<file path="src/rtl/mult_seq_pkg.sv">
// Shared constants for the shift-and-add multiplier sequencer: ALU select
// codes understood by the datapath ALU and the sequencer state encoding.
package mult_seq_pkg;

    localparam logic [2:0] ALU_ADD   = 3'b000;
    localparam logic [2:0] ALU_SUB   = 3'b001;
    localparam logic [2:0] ALU_PASS1 = 3'b010;
    localparam logic [2:0] ALU_OR    = 3'b011;
    localparam logic [2:0] ALU_AND   = 3'b100;

    typedef enum logic {
        IDLE = 1'b0,
        RUN  = 1'b1
    } state_e;

endpackage

</file>
<file path="src/rtl/alu_mult_seq.sv">
// Multi-cycle shift-and-add multiplier that borrows the shared datapath ALU in ADD mode.
// Optional MULT_EARLY_EXIT_EN ends RUN as soon as no multiplier bits remain.
module alu_mult_seq
    import mult_seq_pkg::*;
#(
    parameter int WIDTH = 16,
    parameter int CNT_W = 5
) (
    input  logic             clock,
    input  logic             reset,
    input  logic             start,
    input  logic [WIDTH-1:0] op_a,
    input  logic [WIDTH-1:0] op_b,
    output logic             busy,
    output logic             done,
    output logic [WIDTH-1:0] result,
    output logic [WIDTH-1:0] alu_in0,
    output logic [WIDTH-1:0] alu_in1,
    output logic [2:0]       alu_sel,
    input  logic [WIDTH-1:0] alu_result
);

    state_e             state_q, state_d;
    logic [WIDTH-1:0]   acc_q, acc_d;
    logic [WIDTH-1:0]   mcand_q, mcand_d;
    logic [WIDTH-1:0]   mplier_q, mplier_d;
    logic [CNT_W-1:0]   cnt_q, cnt_d;
    logic [WIDTH-1:0]   result_q, result_d;
    logic               done_q, done_d;
    logic               last_s;

    // Final RUN iteration detection
    always_comb begin
`ifdef MULT_EARLY_EXIT_EN
        last_s = (cnt_q == CNT_W'(WIDTH - 1)) || (mplier_q[WIDTH-1:1] == '0);
`else
        last_s = (cnt_q == CNT_W'(WIDTH - 1));
`endif
    end

    // Next-state and datapath update
    always_comb begin
        state_d  = state_q;
        acc_d    = acc_q;
        mcand_d  = mcand_q;
        mplier_d = mplier_q;
        cnt_d    = cnt_q;
        result_d = result_q;
        done_d   = 1'b0;
        case (state_q)
            IDLE: begin
                if (start) begin
                    mcand_d  = op_a;
                    mplier_d = op_b;
                    acc_d    = '0;
                    cnt_d    = '0;
                    state_d  = RUN;
                end else begin
                    state_d  = IDLE;
                end
            end
            RUN: begin
                acc_d    = alu_result;
                mcand_d  = {mcand_q[WIDTH-2:0], 1'b0};
                mplier_d = {1'b0, mplier_q[WIDTH-1:1]};
                cnt_d    = cnt_q + CNT_W'(1);
                if (last_s) begin
                    result_d = alu_result;
                    state_d  = IDLE;
                    done_d   = 1'b1;
                end else begin
                    state_d  = RUN;
                end
            end
            default: begin
                state_d = IDLE;
            end
        endcase
    end

    // State and output registers
    always_ff @(posedge clock or posedge reset) begin
        if (reset) begin
            state_q  <= IDLE;
            acc_q    <= '0;
            mcand_q  <= '0;
            mplier_q <= '0;
            cnt_q    <= '0;
            result_q <= '0;
            done_q   <= 1'b0;
        end else begin
            state_q  <= state_d;
            acc_q    <= acc_d;
            mcand_q  <= mcand_d;
            mplier_q <= mplier_d;
            cnt_q    <= cnt_d;
            result_q <= result_d;
            done_q   <= done_d;
        end
    end

    // The ALU adds the shifted multiplicand only when the current multiplier bit is set
    assign alu_in0 = acc_q;
    assign alu_in1 = mplier_q[0] ? mcand_q : '0;
    assign alu_sel = ALU_ADD;

    assign busy   = (state_q == RUN);
    assign done   = done_q;
    assign result = result_q;

endmodule

</file>
<file path="config.mk">
export PLATFORM = sky130hd
export DESIGN_NAME = alu_mult_seq
export DESIGN_NICKNAME = d
export VERILOG_FILES = /design/src/rtl/mult_seq_pkg.sv /design/src/rtl/alu_mult_seq.sv
export SDC_FILE = /design/constraint.sdc
export NUM_CORES = 1
export LEC_CHECK = 0
export BUFFER_PORTS_ARGS = -buffer_cell sky130_fd_sc_hd__buf_4
export CORE_AREA = 5 5 83 85
export CTS_BUF_LIST = sky130_fd_sc_hd__clkbuf_8
export DETAILED_ROUTE_END_ITERATION = 8
export DIE_AREA = 0 0 88 90
export PLACE_DENSITY = 0.81
export SLEW_MARGIN = 20
export SYNTH_ARGS = -nofsm -noshare
export SYNTH_HDL_FRONTEND = slang
export SYNTH_SLANG_ARGS = --single-unit
</file>
<file path="constraint.sdc">
create_clock -name clock -period 3.2 [get_ports clock]
set_input_delay 0.64 -clock clock [delete_from_list [all_inputs] [get_ports clock]]
set_output_delay 0.64 -clock clock [all_outputs]
set_load 0.01 [all_outputs]
</file>
==> flow_summary.yaml <==
timing:
  hold_viol_final: 0
  finalCritPeriodShare_pct: 62.92
  rsz0062_at_grt: "false"
  fmax_ghz: 0.4966
  tightest_slew_ns: 1.030
  skew_ns: 0.005514
  min_period_ns: 2.014
  tns_ns: 0
  setup_viol: 0
  final-max-slew-violation-count: 0
  relSlewSlack_pct: 31.07
run:
  max_cap_violations: 0
setup_path:
  crit_chain: "buf_4"
  critPathMaxStageDelay_ns: 0.81
  cp_data_required_time_ns: 2.56
  crit_slowest_cell: "dfrtp_2"
  worst_setup_path_end_kind: "primary output"
  cp_max_fo: 41
  cp-start-kind: "register"
  cp.depth: 1
  arrival_ns: 1.37
  path_delay_family: "flip-flops"
  worstSetupPathType: "reg -> out"
  path_buf_inv: 1
  reg2reg_depth: 3
global_route:
  grt_pass1_vias: 2391
  overflow: 0
  track_usage_pct: 17.49
  grt_start_max_net_pins: 54
  antenna_found_initial: 0
  grt_first_pass_wirelength_microns: 11140
  met1_usage_pct: 24.18
  use_met2_pct: 25.69
  busiest_layer: "met2"
  grt_util_met3_pct: 5.302
final_layout:
  syn2layout_area_growth_pct: 30.40
  n_antenna_cell: 0
  nNetsFinal: 412
  fillers: 483
  drive_above_1_share_pct: 37.57
  multi_input_area_sq_mm: 0.001175
  seq_area_sq_mm: 0.001778
logic_synthesis:
  ys_seq_area_share_pct: 57.79
  synth_top_area_share_pct: 57.79
  synth_cells: 262
  synthDistinctLibCells: 24
  syn_area_per_cell_sq_um: 11.73
  synth-warning-count: 0
  synth_top_cell_by_area: "dfrtp_1"
  synthTopCellsByArea: "dfrtp_1 (58%), mux2i_1 (11%), mux2_2 (6.2%)"
  synthArstFlopShare_pct: 100.0
  synth-edff-count: 0
  ys.flop_type: "dfrtp_1"
  ys_seq_elements: 71
  netlist_area_sq_mm: 0.003074
clocking:
  clkTransAtPathRegs_ns: 0.07
  cts_tree: "built"
  root_buffer: "clkbuf_8"
  numCtsBuffers: 9
  post_cts_buffers: 0
  ctsResizeCount: 0
  hold_buffers: 0
  insertion_delay_ns: 0.33
  htreeDepth: 3
  cts_buffer_depth: 2
  cts_num_sinks: 71
placement:
  hpwl_microns: 4695
  port_buffers: 100
  gp_congestion: 0.7231
hold_path:
  hp-class: "in -> async"
drt:
  drc: 0
  wire_per_inst_microns: 15.22
  via_count: 2231
  drt_iter0_markers: 89
  drtAntennaViolNets: 0
  vias_per_cell: 5.082
  drt-total-wl_microns: 6683
  firstDrtPassIters: 4
floorplan:
  die_h_microns: 90
  initial_core_util_pct: 50.13
  fp.dieArea_sq_mm: 0.007920
  pin_count: 104
  core-area_sq_mm: 0.006132
  die_x_microns: 88
  rows: 29
power:
  peakVddDrop_v: 0.0004998
  leakage_nw: 2.030
  p_total_w: 0.002935
  p_per_area_mw_per_mm2: 732.1
outcome:
  status: "finished, final reports clean"
[where the power goes]
part	leakage [nW]	switching, W	internal [W]	total, W
sequential	0.893	0.000223	0.00120	0.00142
combinational	1.04	0.000400	0.000506	0.000905
clock	0.0937	0.000297	0.000309	0.000605
[worst paths after layout]
| path | startpoint | endpoint | slack [ns] |
|---|---|---|---|
| max in group asynchronous | reset | alu_in0[3] | 2.10 |
| min in group clock | mplier_q[12] | mplier_q[11] | 0.47 |
| worst max register to register | busy | cnt_q[2] | 1.27 |
| worst min register to register | mplier_q[12] | mplier_q[11] | 0.47 |
| worst max-delay path | busy | busy | 1.19 |
| worst min-delay path | reset | result[10] | 0.41 |
[layout make-up]
cell class	count	area share (%)
Clock inverter	3	0.3121
Multi-Input combinational cell	169	29.31
Tap cell	77	2.403
Inverter	4	0.3745
Timing Repair Buffer	104	19.48
Sequential cell	71	44.35
Clock buffer	11	3.777
[cells by family after synthesis]
logic type / after synthesis / share of synthesized area (%)
DFF: 71 / 57.79
and+or+nand+nor: 62 / 9.605
AOI/OAI and AO/OA: 51 / 10.18
muxes: 50 / 16.97
buffers and inverters: 24 / 4.232
adders and majority gates: 2 / 0.8139
other: 1 / 0.1220
xor gates and xnor gates: 1 / 0.2850
[flip-flops by register name, indices dropped and copies added (netlist names)]
| name | flops |
|---|---|
| mplier_q | 16 |
| mcand_q | 16 |
| alu_in0 | 16 |
| busy | 1 |
| cnt_q | 5 |
| result | 16 |
| done | 1 |
[metrics by stage]
stage	instances	instance area [sq um]	hold slack (ns)	utilization, %	setup WS [ns]
final	439	4009	0.4138	65.37	1.187
after global routing	439	4009	0.4606	65.37	1.082
after CTS	439	4009	0.4217	65.37	1.172
after detailed placement	425	3845	0.4644	62.70	1.042
after global placement	425	3845	0.4559	62.70	1.070
after floorplan	264	3082	0.4492	-	0.7634
[cells in the final DEF, fill, tap and decap left out, drive strengths merged]
cell and count:
a21o 1, a22o 14, and2 16, and3 1
buf 104, clkbuf 11, clkinv 1, conb 3
dfrtp 71, ha 2, inv 6, mux2 17
mux2i 33, nand2 35, nand2b 4, nand3 1
nor2 3, nor2b 1, nor3b 1, o21ai 35
o31ai 1, xnor2 1
[routing by layer]
metal	share of wire [%]	vias up
met5	0	-
met4	1.3	0
met3	8.9	8
met2	45	84
met1	45	1057
li1	-	1082
[synthesized netlist by cell type (all sizes together) (2+ instances only)]
| library cell | number |
|---|---|
| nor2 | 3 |
| dfrtp | 71 |
| buf | 15 |
| a22o | 14 |
| mux2 | 17 |
| nand2 | 35 |
| clkbuf | 5 |
| o21ai | 35 |
| mux2i | 33 |
| ha | 2 |
| and2 | 16 |
| inv | 4 |
| nand2b | 4 |
[worst register-to-register path, stage by stage (launching register included)]
cell and delay, ns:
dfrtp_2 0.66, nor2_1 0.90, o21ai_0 0.20, o21ai_0 0.11
No activity file was read; power rests on OpenSTA's default activity.
